File: src/rtl/musa_arb_pkg.sv
// Shared select codes, arbiter state type and index-to-select helper.
// Optional burst lock (HOLD_RELOAD state) is built with MUSA_ARB_LOCK_EN.
package musa_arb_pkg;

    localparam logic [2:0] SEL_REQ0 = 3'b000;
    localparam logic [2:0] SEL_REQ1 = 3'b001;
    localparam logic [2:0] SEL_REQ2 = 3'b010;
    localparam logic [2:0] SEL_REQ3 = 3'b100;
    localparam logic [2:0] SEL_REQ4 = 3'b101;
    localparam logic [2:0] SEL_REQ5 = 3'b110;

    typedef enum logic [1:0] {
        IDLE        = 2'd0,
`ifdef MUSA_ARB_LOCK_EN
        HOLD_RELOAD = 2'd2,
`endif
        HOLD        = 2'd1
    } arb_state_t;

    // Codes 011 and 111 are never produced by the mux decoder.
    function automatic logic [2:0] idx_to_sel(input logic [2:0] idx);
        logic [2:0] s;
        case (idx)
            3'd0:    s = SEL_REQ0;
            3'd1:    s = SEL_REQ1;
            3'd2:    s = SEL_REQ2;
            3'd3:    s = SEL_REQ3;
            3'd4:    s = SEL_REQ4;
            3'd5:    s = SEL_REQ5;
            default: s = SEL_REQ0;
        endcase
        return s;
    endfunction

endpackage

File: src/rtl/rr_pick6.sv
// Six-way rotating priority picker: first set request at or above ptr,
// wrapping past requester 5 back to requester 0.
module rr_pick6 (
    input  logic [5:0] req,
    input  logic [2:0] ptr,
    output logic [2:0] winner,
    output logic       any
);

    logic [3:0] pos;

    // Scan from the far end so the nearest hit to ptr is written last.
    always_comb begin
        winner = 3'd0;
        any    = 1'b0;
        pos    = 4'd0;
        for (int k = 5; k >= 0; k--) begin
            pos = {1'b0, ptr} + 4'(k);
            if (pos >= 4'd6) pos = pos - 4'd6;
            if (req[pos[2:0]]) begin
                winner = pos[2:0];
                any    = 1'b1;
            end
        end
    end

endmodule

File: src/rtl/mux18_rr_arbiter.sv
// Round-robin arbiter/sequencer for the shared 6-input 18-bit select mux.
// Define MUSA_ARB_LOCK_EN to add the lock port and burst reload.
module mux18_rr_arbiter
    import musa_arb_pkg::*;
#(
    parameter int DATA_W  = 18,
    parameter int NREQ    = 6,
    parameter int PTR_RST = 0
) (
    input  logic                   clk,
    input  logic                   rst_n,
    input  logic [NREQ-1:0]        req,
    input  logic [NREQ*DATA_W-1:0] data_flat,
    input  logic                   out_ready,
`ifdef MUSA_ARB_LOCK_EN
    input  logic [NREQ-1:0]        lock,
`endif
    output logic [NREQ-1:0]        grant,
    output logic [2:0]             sel,
    output logic [DATA_W-1:0]      out_data,
    output logic                   out_valid,
    output logic [NREQ-1:0]        ack
);

    localparam logic [NREQ-1:0] ONE  = NREQ'(1);
    localparam logic [2:0]      LAST = 3'(NREQ - 1);

    arb_state_t          state_q, state_d;
    logic [2:0]          ptr_q, ptr_d;
    logic [2:0]          own_q, own_d;
    logic [NREQ-1:0]     grant_d, ack_d;
    logic [2:0]          sel_d;
    logic [DATA_W-1:0]   data_d;
    logic                valid_d;
    logic [2:0]          pick;
    logic                any;
    logic                relock;
    logic [DATA_W-1:0]   words [8];

    for (genvar i = 0; i < 8; i++) begin : g_words
        if (i < NREQ) begin : g_in
            assign words[i] = data_flat[i*DATA_W +: DATA_W];
        end else begin : g_pad
            assign words[i] = '0;
        end
    end

    rr_pick6 u_pick (
        .req    (req),
        .ptr    (ptr_q),
        .winner (pick),
        .any    (any)
    );

`ifdef MUSA_ARB_LOCK_EN
    assign relock = lock[own_q] && req[own_q];
`else
    assign relock = 1'b0;
`endif

    always_comb begin
        state_d = state_q;
        ptr_d   = ptr_q;
        own_d   = own_q;
        grant_d = grant;
        sel_d   = sel;
        data_d  = out_data;
        valid_d = out_valid;
        ack_d   = '0;
        case (state_q)
            IDLE: begin
                if (any) begin
                    own_d   = pick;
                    grant_d = ONE << pick;
                    sel_d   = idx_to_sel(pick);
                    data_d  = words[pick];
                    valid_d = 1'b1;
                    state_d = HOLD;
                end
            end
            HOLD: begin
                if (out_valid && out_ready) begin
                    ack_d   = ONE << own_q;
                    valid_d = 1'b0;
                    if (relock) begin
`ifdef MUSA_ARB_LOCK_EN
                        state_d = HOLD_RELOAD;
`endif
                    end else begin
                        grant_d = '0;
                        sel_d   = 3'b000;
                        data_d  = '0;
                        ptr_d   = (own_q == LAST) ? 3'd0 : own_q + 3'd1;
                        state_d = IDLE;
                    end
                end
            end
`ifdef MUSA_ARB_LOCK_EN
            // Same owner keeps the path; pick up its next word.
            HOLD_RELOAD: begin
                data_d  = words[own_q];
                valid_d = 1'b1;
                state_d = HOLD;
            end
`endif
            default: state_d = IDLE;
        endcase
    end

    always_ff @(posedge clk or negedge rst_n) begin
        if (!rst_n) begin
            state_q   <= IDLE;
            ptr_q     <= 3'(PTR_RST);
            own_q     <= 3'd0;
            grant     <= '0;
            sel       <= 3'b000;
            out_data  <= '0;
            out_valid <= 1'b0;
            ack       <= '0;
        end else begin
            state_q   <= state_d;
            ptr_q     <= ptr_d;
            own_q     <= own_d;
            grant     <= grant_d;
            sel       <= sel_d;
            out_data  <= data_d;
            out_valid <= valid_d;
            ack       <= ack_d;
        end
    end

endmodule
File: config.mk
export PLATFORM = sky130hd
export DESIGN_NAME = mux18_rr_arbiter
export DESIGN_NICKNAME = d
export VERILOG_FILES = /design/src/rtl/musa_arb_pkg.sv /design/src/rtl/rr_pick6.sv /design/src/rtl/mux18_rr_arbiter.sv
export SDC_FILE = /design/constraint.sdc
export NUM_CORES = 1
export LEC_CHECK = 0
export ABC_CLOCK_PERIOD_IN_PS = 3900
export CAP_MARGIN = 0
export CORE_MARGIN = 10
export CORE_UTILIZATION = 35
export DETAILED_ROUTE_END_ITERATION = 8
export GPL_TIMING_DRIVEN = 0
export PLACE_DENSITY_LB_ADDON = 0.2
export SLEW_MARGIN = 20
export SYNTH_ARGS = -nofsm -noshare
export SYNTH_HDL_FRONTEND = slang
export SYNTH_SLANG_ARGS = --single-unit
File: constraint.sdc
create_clock -name clk -period 3.9 [get_ports clk]
set_input_delay 0.585 -clock clk [delete_from_list [all_inputs] [get_ports clk]]
set_output_delay 0.585 -clock clk [all_outputs]
set_load 0.01 [all_outputs]
# Yosys cells after proc, flatten, opt, wreduce, memory -nomap -nowiden
# Index checks and enable logic that the tools add are counted.
[word_totals] regBits=42 inputBits=117 output_inout_bits=34
[op_classes] addsub=12 magnitude_cmp=13 eq_ne=9 shift=2 mux=52 bitwise=1 reduce_logical=7
[ops] cell="$mux 18" n=4
[ops] cell="$bmux 18 s3" n=1
[ops] cell="$mux 3" n=15
[ops] cell="$pmux 18 s2" n=1
[ops] cell="$lt 3x4->1 const B" n=6
[ops] cell="$mux 6" n=4
[ops] cell="$ge 4x3->1 const B" n=5
[ops] cell="$bmux 1 s3" n=6
[ops] cell="$sub 3x3->3 const B" n=6
[ops] cell="$pmux 3 s5" n=1
[ops] cell="$mux 1" n=14
[ops] cell="$pmux 6 s2" n=1
[ops] cell="$shl 1x3->6 const A" n=2
[ops] cell="$eq 3x3->1 const B" n=3
[ops] cell="$add 3x2->4 const B" n=2
[ops] cell="$add 3x3->4 const B" n=2
[ops] cell="$eq 3x2->1 const B" n=2
[ops] cell="$pmux 3 s2" n=1
[ops] cell="$reduce_and 2->1" n=3
[ops] cell="$add 3x1->4 const B" n=1
[ops] cell="$ge 4x4->1 const B" n=1
[ops] cell="$mux 2" n=2
[ops] cell="$ne 2x2->1 const B" n=2
[ops] cell="$not 3->4" n=1
[ops] cell="other kinds (10)" n=10

# Depth between registers and ports, before layout
[logic_depth] ltp_word=17 depth_mapped=19

# Modules after synthesis
# Synthesis repeated with hierarchy kept, for this count alone.
[hier_totals] hier_cells=343 hier_area_um2=3279.4
[by_module_without_submodules] mod="mux18_rr_arbiter" n_inst=1 cells_per_inst=221 area_per_inst_um2=2394.8
[by_module_without_submodules] mod="rr_pick6" n_inst=1 cells_per_inst=122 area_per_inst_um2=884.6

# Worst setup path before layout
# No wires, ideal clock.
[synth_path] path_type="reg2reg" startpoint="reg ptr_q[0]" endpoint="reg sel[2]" setup_time_ns=0.142 t_arrival_ns=4.164 slack_ns=-0.406 stages_incl_launch_ff=19 period_less_slack_ns=4.306 cell_sequence="dfrtp_1 > buf_6 > buf_4 > inv_1 > clkbuf_1 > clkbuf_1 > clkbuf_1 > ha_1 > clkbuf_1 > a2111oi_0 > a311oi_1 > nand2b_1 > mux2_2 > a221oi_2 > inv_1 > ha_1 > nor2b_1 > a31oi_1 > o221ai_1"
[synth_between] elab_chain_len=15 elab_cells_between_ends=57
[synth_rtl] item="start: declaration" line_no="mux18_rr_arbiter.sv:29" text="logic [2:0] ptr_q, ptr_d;"
[synth_rtl] item="start signal: assignment" line_no="mux18_rr_arbiter.sv:113" text="ptr_q <= 3'(PTR_RST);"
[synth_rtl] item="start signal: assignment" line_no="mux18_rr_arbiter.sv:122" text="ptr_q <= ptr_d;"
[synth_rtl] item="$add 3x3->4" line_no="rr_pick6.sv:18" text="pos = {1'b0, ptr} + 4'(k);"
[synth_rtl] item="$ge 4x3->1 or $sub 3x3->3 (tied branches)" line_no="rr_pick6.sv:19" text="if (pos >= 4'd6) pos = pos - 4'd6;"
[synth_rtl] item="$mux 3" line_no="rr_pick6.sv:19"
[synth_rtl] item="$bmux 1 s3" line_no="rr_pick6.sv:20" text="if (req[pos[2:0]]) begin"
[synth_rtl] item="$mux 1 (not written as such)" line_no="rr_pick6.sv:20"
[synth_rtl] item="$mux 3 (6 in series)" line_no="rr_pick6.sv:20"
[synth_rtl] item="$eq 3x3->1 (tied with other cells)" line_no="musa_arb_pkg.sv:23" text="case (idx)"
[synth_rtl] item="$pmux 3 s5" line_no="musa_arb_pkg.sv:23"
[synth_rtl] item="$mux 3" line_no="mux18_rr_arbiter.sv:72" text="if (any) begin"
[synth_rtl] item="$pmux 3 s2" line_no="mux18_rr_arbiter.sv:70" text="case (state_q)"
[synth_rtl] item="end signal: assignment" line_no="mux18_rr_arbiter.sv:125" text="sel <= sel_d;"
[synth_rtl] item="end: declaration" line_no="mux18_rr_arbiter.sv:19" text="output logic [2:0] sel,"
# Several ways; a longest one is shown, not always the timed one. The select of a mux whose other input is x is not followed.
# A chain may end at the register's enable or synchronous reset.

# Worst setup path in the final report
[layout_path] startpoint="reg ptr_q[0]" endpoint="reg out_data[9]"
[layout_between] elab_chain_len=17 elab_cells_between_ends=55
[layout_rtl] item="$add 3x3->4" line_no="rr_pick6.sv:18"
[layout_rtl] item="$ge 4x3->1 or $sub 3x3->3 (tied branches)" line_no="rr_pick6.sv:19"
[layout_rtl] item="$mux 3" line_no="rr_pick6.sv:19"
[layout_rtl] item="$bmux 1 s3" line_no="rr_pick6.sv:20"
[layout_rtl] item="$mux 1 (not written as such)" line_no="rr_pick6.sv:20"
[layout_rtl] item="$mux 3 (6 in series)" line_no="rr_pick6.sv:20"
[layout_rtl] item="$not 3->4 (not written as such)" line_no="mux18_rr_arbiter.sv:76" text="data_d = words[pick];"
[layout_rtl] item="$bmux 18 s3" line_no="mux18_rr_arbiter.sv:76"
[layout_rtl] item="$mux 18 (not written as such) (2 in series)" line_no="mux18_rr_arbiter.sv:76"
[layout_rtl] item="$mux 18" line_no="mux18_rr_arbiter.sv:72"
[layout_rtl] item="$pmux 18 s2" line_no="mux18_rr_arbiter.sv:70"
[layout_rtl] item="end signal: assignment" line_no="mux18_rr_arbiter.sv:126" text="out_data <= data_d;"
[layout_rtl] item="end: declaration" line_no="mux18_rr_arbiter.sv:20" text="output logic [DATA_W-1:0] out_data,"
# Several ways; a longest one is shown, not always the timed one. The select of a mux whose other input is x is not followed.

==> metrics.md <==
| Metric | Value |
|---|---|
| Mapped Area | `4400 um2` |
| Status | `finished, final reports clean` |
| Synth Area per Inst | `7.58 um2` |
| EDFF count, synth | `0` |
| Power density over the cells | `1190 nW/um2` |
| LEAKAGE | `2.68 nW` |
| Setup Skew | `0.00699 ns` |
| Post-synth top cells | `93 x nand2_1, 76 x nand3_1, 40 x dfrtp_1, 29 x clkbuf_1, 28 x o21ai_0` |
| Overall power | `8.08 mW` |
| Drt pass-1 iters | `5` |
| Later-pin clock latency in the skew report | `0.29 ns` |
| Core Area | `12200 um2` |
| Max-cap violation count | `0` |
| Final nets | `888` |
| Critical path peak fanout | `11` |
| Worst hold path class | `in2async` |
| Yosys top cell by area | `dfrtp_1` |
| DRC viols | `0` |
| CTS root buf | `clkbuf_16` |
| Worst Tran Pin Value | `0.558 ns` |
| Most numerous cell in the Yosys netlist | `nand2_1` |
| Dpl hpwl | `15000 um` |
| Yosys top cell area share | `22.7%` |
| Synth warn | `0` |
| DIE WIDTH | `132 um` |
| First-pass GRT wire length | `30800 um` |
| Chip height | `132 um` |
| Final core occ | `55.7%` |
| Num rows | `40` |
| Final Cycle Share | `96.8%` |
| Critical path type | `reg2reg` |
| Worst setup SP type | `flip-flop` |
| Register area share after synthesis | `22.7%` |
| Die area | `17500 um2` |
| Top FF cell, synth | `dfrtp_1` |
| Tot GR Track Use | `21.3%` |
| CTS tree | `yes` |
| CTS buffer count | `5` |
| Final Max Slew Viols | `0` |
| I/O pin count | `151` |
| Final Hold Vio Count | `0` |
| DRT antenna net count | `0` |
| Layout cells sized above 1 | `16.5%` |
| Area grow syn2layout | `53.7%` |
| Clk slew on worst S/H paths | `0.07 ns` |
| DR WL/cell | `21.0 um` |
| Highest clock rate | `0.265 GHz` |
| Slew headroom | `61.7%` |
| FFs w/ async S/R, synth | `100%` |
| Synth Instances | `581` |
| Synth Register Bits | `40` |
| Setup Viol. Count Final | `0` |
| Routability congestion estimate | `0.945` |
| Via Count | `5512` |
| CP required | `4.06 ns` |
| Critical Path AT | `3.93 ns` |
| Tmin final | `3.77 ns` |
| H-Tree Depth | `2` |
| Number of distinct library cells after synthesis | `67` |
| Largest net degree at the start of global routing | `24` |
| DRT Wirelength | `19600 um` |
| IO buf count | `150` |
| Initial core utilization | `36.2%` |
| Vias in the first global route | `5571` |
| Crit. End Element | `flip-flop` |
| Vias per inst | `5.91` |
| Leading post-synthesis cells by cell area | `dfrtp_1 23%, nand3_1 8.6%, nand2_1 7.9%` |
| Clk buf depth | `2` |
| Worst IR drop on VDD | `495 uV` |
| Initial antenna violation count | `1` |
| Initial DRC count | `570` |
| Gr ovfl total | `0` |
| Syn_nets | `707` |
| # clock sinks | `40` |
-- area by class of cell --
cell class | count | area (um2)
flip-flops and latches | 40 | 1000
multi-input cells | 481 | 3340
diodes | 1 | 2.50
well taps | 168 | 210
clock buffers | 5 | 125
repair buffers | 176 | 1700
plain buffers | 50 | 308
fillers | 1092 | 5390
clock inverters | 3 | 46.3
inverters | 8 | 30.0
-- flip-flops by register name, indices dropped and copies added, names as in the netlist --
name       cells
own_q          3
ptr_q          3
sel            3
out_data      18
out_valid      1
ack            6
grant          6
-- per-layer routing --
metal / share of wire (%) / vias up / GRT usage (%)
met4: 2.3 / 0 / 4.89
met2: 49 / 266 / 36.0
met5: 0 / - / 0
met3: 8.4 / 35 / 5.72
li1: - / 2535 / -
met1: 41 / 2676 / 26.1
-- placed cells by master (no fill, tap or decap), drive strengths merged, types with 18 or more instances in the layout --
cell type,netlist,routed
o22ai,18,18
nand4,22,22
mux2,22,22
a31oi,22,22
nor2b,22,22
nand2,93,93
dfrtp,40,40
clkdlybuf4s50,0,149
a21o,18,18
buf,23,51
nand3,76,76
a41o,19,19
o21ai,33,33
and2,22,22
clkbuf,29,31
-- final timing paths --
| check | from | endpoint | slack (ns) | cells after the start |
|---|---|---|---|---|
| setup reg to reg | ptr_q[0] | out_data[9] | 0.13 | 16 |
| hold reg to reg | grant[4] | grant[4] | 0.50 | 2 |
| max in group asynchronous | rst_n | out_data[1] | 3.18 | 2 |
| min in group clk | grant[4] | grant[4] | 0.50 | 2 |
| hold / removal | rst_n | grant[3] | 0.23 | 1 |
| setup / recovery | ptr_q[0] | out_data[9] | 0.13 | 16 |
-- power by group --
part | internal (mW) | switching [mW] | total [mW]
clock network | 0.305 | 0.197 | 0.501
logic | 2.94 | 3.96 | 6.90
registers | 0.576 | 0.107 | 0.683
-- cell families after synthesis --
family / count (synthesis) / synth area share [%]
AND/OR/NAND/NOR: 281 / 32.2
multiplexers: 31 / 8.86
adder cells (fa/ha/maj): 9 / 2.56
XOR/XNOR: 7 / 1.56
flip-flops: 40 / 22.7
AO/OA/AOI/OAI: 153 / 25.6
buffers and inverters: 60 / 6.51
-- repair_timing --
action                     CTS  global route
hold buffers                 0             0
buffers inserted            17             8
resized for setup           53            23
setup endpoints to repair   30            27
pin swaps                    8             5
-- critical path, cell delays in order (launching register included) --
cell      delay [ns]
dfrtp_1         0.40
buf_6           0.13
inv_1           0.12
buf_12          0.15
buf_8           0.14
ha_2            0.29
buf_4           0.19
and2_1          0.18
a211oi_4        0.32
nand2_2         0.12
o311a_1         0.38
or3b_1          0.39
buf_6           0.16
buf_8           0.16
mux2_4          0.31
nand3_1         0.09
nand4_1         0.10
-- stage by stage --
| stage | instance area [um2] | TNS [ns] | std cells | setup slack (ns) | hold slack (ns) |
|---|---|---|---|---|---|
| finish | 6770 | 0 | 932 | 0.126 | 0.227 |
| global route | 6770 | -0.0197 | 931 | -0.0123 | 0.259 |
| CTS | 6640 | 0 | 924 | 0.0171 | 0.239 |
| detailed placement | 6150 | -27.84 | 900 | -1.24 | 0.477 |
| global placement | 6130 | -26.28 | 899 | -1.18 | 0.473 |
| floorplan | 4420 | -0.00721 | 581 | -0.00721 | 0.289 |
No activity file was read; power rests on OpenSTA's default activity.
